### config.mk
export PLATFORM = sky130hd
export DESIGN_NAME = apb_master_bridge
export DESIGN_NICKNAME = d
export VERILOG_FILES = /design/src/rtl/apb_master_bridge.sv
export SDC_FILE = /design/constraint.sdc
export NUM_CORES = 1
export LEC_CHECK = 0
export BUFFER_PORTS_ARGS = -buffer_cell sky130_fd_sc_hd__buf_2
export CORE_MARGIN = 8
export CORE_UTILIZATION = 45
export CTS_CLUSTER_DIAMETER = 120
export DETAILED_ROUTE_END_ITERATION = 6
export MAX_ROUTING_LAYER = met4
export PLACE_DENSITY_LB_ADDON = 0.1
export SYNTH_ARGS = -nofsm -noshare
export SYNTH_HDL_FRONTEND = slang
export SYNTH_SLANG_ARGS = --single-unit
### constraint.sdc
create_clock -name apb_pclk -period 3.1 [get_ports apb_pclk]
set_input_delay 0.155 -clock apb_pclk [delete_from_list [all_inputs] [get_ports apb_pclk]]
set_output_delay 0.155 -clock apb_pclk [all_outputs]
set_load 0.03 [all_outputs]
### src/rtl/apb_master_bridge.sv
// APB initiator bridging a valid/ready request/response agent onto APB.
// One transfer in flight; handles wait states, PSLVERR and PREADY timeout.
module apb_master_bridge #(
  parameter int APB_ADDR_WIDTH = 12,
  parameter int APB_DATA_WIDTH = 16,
  parameter int TIMEOUT_CYCLES = 16
) (
  input  logic                      apb_pclk,
  input  logic                      apb_preset,
  input  logic                      req_valid,
  output logic                      req_ready,
  input  logic                      req_write,
  input  logic [APB_ADDR_WIDTH-1:0] req_addr,
  input  logic [APB_DATA_WIDTH-1:0] req_wdata,
  output logic                      rsp_valid,
  input  logic                      rsp_ready,
  output logic [APB_DATA_WIDTH-1:0] rsp_rdata,
  output logic                      rsp_err,
  output logic                      rsp_timeout,
  output logic [APB_ADDR_WIDTH-1:0] apb_paddr,
  output logic                      apb_psel,
  output logic                      apb_penable,
  output logic                      apb_pwrite,
  output logic [APB_DATA_WIDTH-1:0] apb_pwdata,
  input  logic                      apb_pready,
  input  logic [APB_DATA_WIDTH-1:0] apb_prdata,
  input  logic                      apb_pslverr
);

  localparam int CW = (TIMEOUT_CYCLES > 0) ?
    $clog2(TIMEOUT_CYCLES + 1) : 1;
  localparam logic [CW-1:0] CNT_LAST = (TIMEOUT_CYCLES > 0) ?
    CW'(TIMEOUT_CYCLES - 1) : '0;
  localparam logic TMO_EN = (TIMEOUT_CYCLES > 0);

  typedef enum logic [1:0] {
    S_IDLE, S_SETUP, S_ACCESS, S_RESP
  } state_e;

  state_e                    state_q, state_d;
  logic                      req_ready_q, req_ready_d;
  logic                      psel_q, psel_d;
  logic                      penable_q, penable_d;
  logic                      pwrite_q, pwrite_d;
  logic [APB_ADDR_WIDTH-1:0] paddr_q, paddr_d;
  logic [APB_DATA_WIDTH-1:0] pwdata_q, pwdata_d;
  logic                      rsp_valid_q, rsp_valid_d;
  logic [APB_DATA_WIDTH-1:0] rsp_rdata_q, rsp_rdata_d;
  logic                      rsp_err_q, rsp_err_d;
  logic                      rsp_timeout_q, rsp_timeout_d;
  logic [CW-1:0]             cnt_q, cnt_d;

  logic accept;
  logic expire;

  assign accept = (state_q == S_IDLE) && req_valid && req_ready_q;
  assign expire = TMO_EN && (cnt_q == CNT_LAST) && !apb_pready;

  // State and output registers with synchronous reset
  always_ff @(posedge apb_pclk) begin
    if (apb_preset) begin
      state_q       <= S_IDLE;
      req_ready_q   <= 1'b1;
      psel_q        <= 1'b0;
      penable_q     <= 1'b0;
      pwrite_q      <= 1'b0;
      paddr_q       <= '0;
      pwdata_q      <= '0;
      rsp_valid_q   <= 1'b0;
      rsp_rdata_q   <= '0;
      rsp_err_q     <= 1'b0;
      rsp_timeout_q <= 1'b0;
      cnt_q         <= '0;
    end else begin
      state_q       <= state_d;
      req_ready_q   <= req_ready_d;
      psel_q        <= psel_d;
      penable_q     <= penable_d;
      pwrite_q      <= pwrite_d;
      paddr_q       <= paddr_d;
      pwdata_q      <= pwdata_d;
      rsp_valid_q   <= rsp_valid_d;
      rsp_rdata_q   <= rsp_rdata_d;
      rsp_err_q     <= rsp_err_d;
      rsp_timeout_q <= rsp_timeout_d;
      cnt_q         <= cnt_d;
    end
  end

  // Next-state: IDLE -> SETUP -> ACCESS -> RESP -> IDLE
  always_comb begin
    state_d = state_q;
    unique case (state_q)
      S_IDLE:   if (accept) state_d = S_SETUP;
      S_SETUP:  state_d = S_ACCESS;
      S_ACCESS: if (apb_pready || expire) state_d = S_RESP;
      S_RESP:   if (rsp_ready) state_d = S_IDLE;
      default:  state_d = S_IDLE;
    endcase
  end

  // Registered output values for the next cycle
  always_comb begin
    req_ready_d   = req_ready_q;
    psel_d        = psel_q;
    penable_d     = penable_q;
    pwrite_d      = pwrite_q;
    paddr_d       = paddr_q;
    pwdata_d      = pwdata_q;
    rsp_valid_d   = rsp_valid_q;
    rsp_rdata_d   = rsp_rdata_q;
    rsp_err_d     = rsp_err_q;
    rsp_timeout_d = rsp_timeout_q;
    cnt_d         = cnt_q;
    unique case (state_q)
      S_IDLE: begin
        if (accept) begin
          req_ready_d = 1'b0;
          psel_d      = 1'b1;
          penable_d   = 1'b0;
          pwrite_d    = req_write;
          paddr_d     = req_addr;
          pwdata_d    = req_wdata;
          cnt_d       = '0;
        end
      end
      S_SETUP: penable_d = 1'b1;
      S_ACCESS: begin
        if (apb_pready || expire) begin
          psel_d      = 1'b0;
          penable_d   = 1'b0;
          pwrite_d    = 1'b0;
          paddr_d     = '0;
          pwdata_d    = '0;
          rsp_valid_d = 1'b1;
          if (apb_pready) begin
            rsp_rdata_d   = pwrite_q ? '0 : apb_prdata;
            rsp_err_d     = apb_pslverr;
            rsp_timeout_d = 1'b0;
          end else begin
            rsp_rdata_d   = '0;
            rsp_err_d     = 1'b1;
            rsp_timeout_d = 1'b1;
          end
        end else if (TMO_EN) begin
          cnt_d = cnt_q + 1'b1;
        end
      end
      S_RESP: begin
        if (rsp_ready) begin
          rsp_valid_d   = 1'b0;
          rsp_rdata_d   = '0;
          rsp_err_d     = 1'b0;
          rsp_timeout_d = 1'b0;
          req_ready_d   = 1'b1;
        end
      end
      default: ;
    endcase
  end

  assign req_ready   = req_ready_q;
  assign apb_psel    = psel_q;
  assign apb_penable = penable_q;
  assign apb_pwrite  = pwrite_q;
  assign apb_paddr   = paddr_q;
  assign apb_pwdata  = pwdata_q;
  assign rsp_valid   = rsp_valid_q;
  assign rsp_rdata   = rsp_rdata_q;
  assign rsp_err     = rsp_err_q;
  assign rsp_timeout = rsp_timeout_q;

endmodule

; ---- Word level (Yosys, flattened, before mapping)
; Cells that the tools add are included.
[word_totals]
elab_cells = 73
out_inout_bits = 51
register_bits = 58
[op_classes]
reduce_logical = 16
muxes = 36
addsub = 1
n_eq_ne = 8
[ops]
columns = op, count
row1 = $mux W16, 6
row2 = $pmux W16 S2, 2
row3 = $mux W12, 2
row4 = $pmux W12 S2, 1
row5 = $reduce_and A3 Y1, 6
row6 = $pmux W1 S2, 6
row7 = $mux W1, 11
row8 = $mux W5, 2
row9 = $pmux W5 S2, 1
row10 = $ne A2 B2 Y1 const B, 4
row11 = $pmux W2 S4, 1
row12 = $mux W2, 3
row13 = $reduce_bool A2 Y1, 3
row14 = $add A5 B1 Y5 const B, 1
row15 = $eq A5 B4 Y1 const B, 1
row16 = $eq A2 B2 Y1 const B, 2
row17 = $logic_and A1 B1 Y1, 3
row18 = $pmux W1 S3, 1
row19 = $reduce_bool A3 Y1, 1
row20 = $eq A2 B1 Y1 const B, 1
row21 = $logic_not A2 Y1, 1
row22 = $logic_not A1 Y1, 1
row23 = $logic_or A1 B1 Y1, 1

; ---- Logic depth before layout (Yosys ltp)
[logic_depth]
ltp_word = 5
depth_mapped = 7

; ---- Least setup slack after synthesis
; No wires, ideal clock.
[synth_timing]
path_type = register to register
from = reg cnt_q[0]
to = reg paddr_q[10] (netlist: apb_paddr[10])
setup_time_ns = 0.117
path_stages_with_launch = 8
period_less_slack_ns = 1.780
t_required_ns = 2.983
arrival_time_ns = 1.663
slack_ns = 1.320
path_cell_list = dfxtp_1 > ha_1 > and3_1 > ha_1 > nor3b_4 > o31a_4 > buf_6 > a22o_1
[synth_between]
elab_chain_len = 5
[synth_rtl]
columns = element, line
row1 = start: declaration, 51  ; logic [CW-1:0] cnt_q, cnt_d;
row2 = start signal: assignment, 86  ; cnt_q <= cnt_d;
row3 = $eq A5 B4 Y1, 57  ; assign expire = TMO_EN && (cnt_q == CNT_LAST) && !apb_pready;
row4 = $logic_and A1 B1 Y1, 57
row5 = $logic_or A1 B1 Y1, 129  ; if (apb_pready || expire) begin
row6 = $ne A2 B2 Y1 (no source line), n/a
row7 = $reduce_and A3 Y1 (no source line), n/a
row8 = end signal: assignment, 80  ; paddr_q <= paddr_d;
row9 = end: declaration, 45  ; logic [APB_ADDR_WIDTH-1:0] paddr_q, paddr_d;
; No other way between the ends.
; A chain may end at the register's enable or synchronous reset.

; ---- Worst setup path in the final report
[layout_timing]
from = reg state_q[0]
to = reg paddr_q[6] (netlist: apb_paddr[6])
[layout_between]
elab_chain_len = 5
word_cells_on_any_way = 9
[layout_rtl]
columns = element, line
row1 = start: declaration, 40  ; state_e state_q, state_d;
row2 = start signal: assignment, 75  ; state_q <= state_d;
row3 = $logic_not A2 Y1, "56, 115"
row4 = $logic_and A1 B1 Y1 (2 in series), 56  ; assign accept = (state_q == S_IDLE) && req_valid && req_ready_q;
row5 = $ne A2 B2 Y1 (no source line), n/a
row6 = $reduce_and A3 Y1 (no source line), n/a
; Parallel ways exist; a longest one is shown, timed or not.

==> impl_metrics.json <==
{
  "internal_power_mw": 1.55,
  "finalSetupTns_ns": 0,
  "end_kind": "register",
  "rsz0062_at_grt": "false",
  "ant_nets": 0,
  "clkTransAtPathRegs_ns": 0.07,
  "diodes": 0,
  "synth-main-ff-cell": "dfxtp_1",
  "syn-cell-area_sq_um": 2230,
  "die_height_microns": 86.4,
  "clock_path_buffers": 2,
  "gp_congestion": 0.857,
  "ys_async_sr_fraction": 0,
  "synth_most_common_cell": "dfxtp_1",
  "start_util": 0.469,
  "yosysTopAreaCell": "dfxtp_1",
  "cp_num_buf_inv": 1,
  "fp.dieW_microns": 86.4,
  "post-cts-setup-buffers": 0,
  "final_util": 0.617,
  "place_area_sq_um": 2750,
  "syn_inst": 217,
  "p_total_mw": 2.51,
  "crit_fanout": 30,
  "dp_cells": 373,
  "synth-simple-area-share": 0.107,
  "avgSynthCellArea_sq_um": 10.3,
  "yosysTopAreaCellShare": 0.521,
  "drc": 0,
  "port_buffers": 101,
  "cts-root-buf": "clkbuf_8",
  "path_class": "register to register",
  "synth-compound-area-share": 0.268,
  "p_leak_nw": 1.37,
  "synth.ff_latch_count": 58,
  "critPathArrivalTime_ns": 2.37,
  "finalNetCount": 375,
  "tritoncts": "done",
  "max_stage_delay_ns": 0.69,
  "cts_buffers": 9,
  "yosysSeqAreaShare": 0.521,
  "tightest_slew_ns": 0.807,
  "setup_viol": 0,
  "grt_usage": 0.151,
  "max_freq_mhz": 473,
  "cts-htree-levels": 3,
  "period_share": 0.681,
  "ir_drop_uv": 438,
  "place_ws_ns": 1.01,
  "crit_required_ns": 3.36,
  "max_cap_violations": 0,
  "die_area_sq_um": 7460,
  "synth.mux.area_fraction": 0.0135,
  "synth_adder_area_share": 0.0393,
  "start_kind": "register",
  "share_seq_of_total_power": 0.381,
  "antenna_found_initial": 0,
  "max-slew-margin-rel": 0.461,
  "clkSinkCount": 58,
  "finClkSkew_ns": 0.00740,
  "dr.pass1.iters": 4,
  "dp_hpwl_microns": 4070,
  "hold_viol": 0,
  "hp-class": "primary input to register",
  "first_global_vias": 2008,
  "grt_max_degree": 31,
  "synth_fp_nets": 275,
  "synth_edf_count": 0,
  "clk_latency_ns": 0.32,
  "synth.area.top_cells": "dfxtp_1, a22o_1, a21oi_1",
  "critPathSlowestCell": "a21boi_1",
  "synth_top_family_by_area": "compound AO/OA/AOI/OAI gates",
  "final_cell_area_sq_um": 2930,
  "whs_endpoint": "apb_pwdata[12]",
  "fp-row-count": 25,
  "r2r_slack_ns": 0.99,
  "maxSlewViolCount": 0,
  "power_density_nw_per_um2": 856,
  "dr_total_vias": 2002,
  "status": "completed",
  "final.min_clock_period_ns": 2.11,
  "p_clk_frac": 0.255,
  "reg2regPathDepth": 5,
  "combPwrFrac": 0.364,
  "design.core.area_sq_um": 4750,
  "setup_slack_ns": 0.988,
  "post_cts_resize_count": 0,
  "switching_share": 0.382,
  "io_pins": 102,
  "r2r_start": "state_q[0]",
  "worstHoldStart": "req_wdata[12]",
  "synth_xor_xnor_area_share": 0,
  "grt_pass1_wl_microns": 8850,
  "crit_chain": "inv_1, ha_1, a21boi_1, o31a_4, a22o_1",
  "stdcell_count": 389,
  "gr-total-overflow": 0,
  "drive_above_1_share": 0.388,
  "power.switching_mw": 0.960,
  "synth_warnings": 0,
  "syn2layout_area_growth_pct": 31.6,
  "holdPathStages": 2,
  "avgRoutedWirePerCell_microns": 14.0,
  "cp_top_family": "compound AO/OA/AOI/OAI gates",
  "hold_buffers": 0,
  "drtIter0Drc": 58,
  "ys_top_cells_by_count": "dfxtp_1, a22o_1, a21oi_1, o21ai_0, nand2_1",
  "holdWs_ns": 0.0352,
  "rr_endpoint": "apb_paddr[6]",
  "yosysUniqueCellTypes": 38,
  "wirelength_microns": 5460,
  "via_per_inst": 5.15
}
==> power groups by stage <==
stage,registers [mW],logic [mW],clock network (mW)
finish,0.957,0.913,0.640
global route,0.976,0.994,0.689
CTS,0.957,0.924,0.659
detailed placement,0.970,0.923,0
global placement,0.969,0.915,0
floorplan,1.20,0.472,0
==> placed cells by master, fill, tap and decap left out, types with 2 or more instances in the layout <==
cell type  instances
buf_2            101
dfxtp_1           58
a22o_1            29
a21oi_1           23
o21ai_0           21
nand2_1           18
clkbuf_8           9
ha_1               7
inv_1              5
nand3_1            4
clkinv_2           4
mux2i_1            3
o31ai_1            3
nand3b_1           3
buf_4              3
nor2b_1            2
o31a_1             2
nor4_1             2
nor3_1             2
o21a_1             2
==> layout make-up <==
| cell class | count | area [sq um] |
|---|---|---|
| clock inverters | 6 | 57.6 |
| repair buffers | 104 | 528 |
| flip-flops and latches | 58 | 1160 |
| multi-input cells | 139 | 955 |
| clock buffers | 10 | 128 |
| well taps | 67 | 83.8 |
| fillers | 459 | 1820 |
| inverters | 5 | 18.8 |
==> per-layer routing <==
layer	vias up	GRT usage	share of wire
li1	1004	-	-
met1	926	0.158	0.43
met2	66	0.249	0.49
met3	6	0.0406	0.069
met4	0	0.0923	0.012
met5	-	-	0
==> logic make-up (layout without fill, tap and decap cells) <==
family	after synthesis	in the layout
buf+inv	20	125
compound gates	87	87
flops	58	58
simple gates	42	42
mux	3	3
fa+ha+maj	7	7
==> worst max-delay path by stage <==
| stage | startpoint | end | slack (ns) | cells after the start |
|---|---|---|---|---|
| 2_1_floorplan | cnt_q[0] | apb_paddr[10] | 1.32 | 7 |
| 3_3_place_gp | state_q[0] | apb_paddr[10] | 1.07 | 5 |
| 3_5_place_dp | state_q[0] | apb_paddr[6] | 1.01 | 5 |
| 4_1_cts | state_q[0] | apb_paddr[6] | 1.0 | 5 |
| 5_1_grt | state_q[1] | apb_pwdata[8] | 0.79 | 5 |
| 6_report | state_q[0] | apb_paddr[6] | 0.99 | 5 |
==> flip-flops by register name, summed over array words and instances, names as in the netlist, 2 cells and up <==
name        cells
apb_pwdata     16
state_q         2
cnt_q           5
apb_paddr      12
rsp_rdata      16
Note: power is estimated with default switching activity, not from simulation.
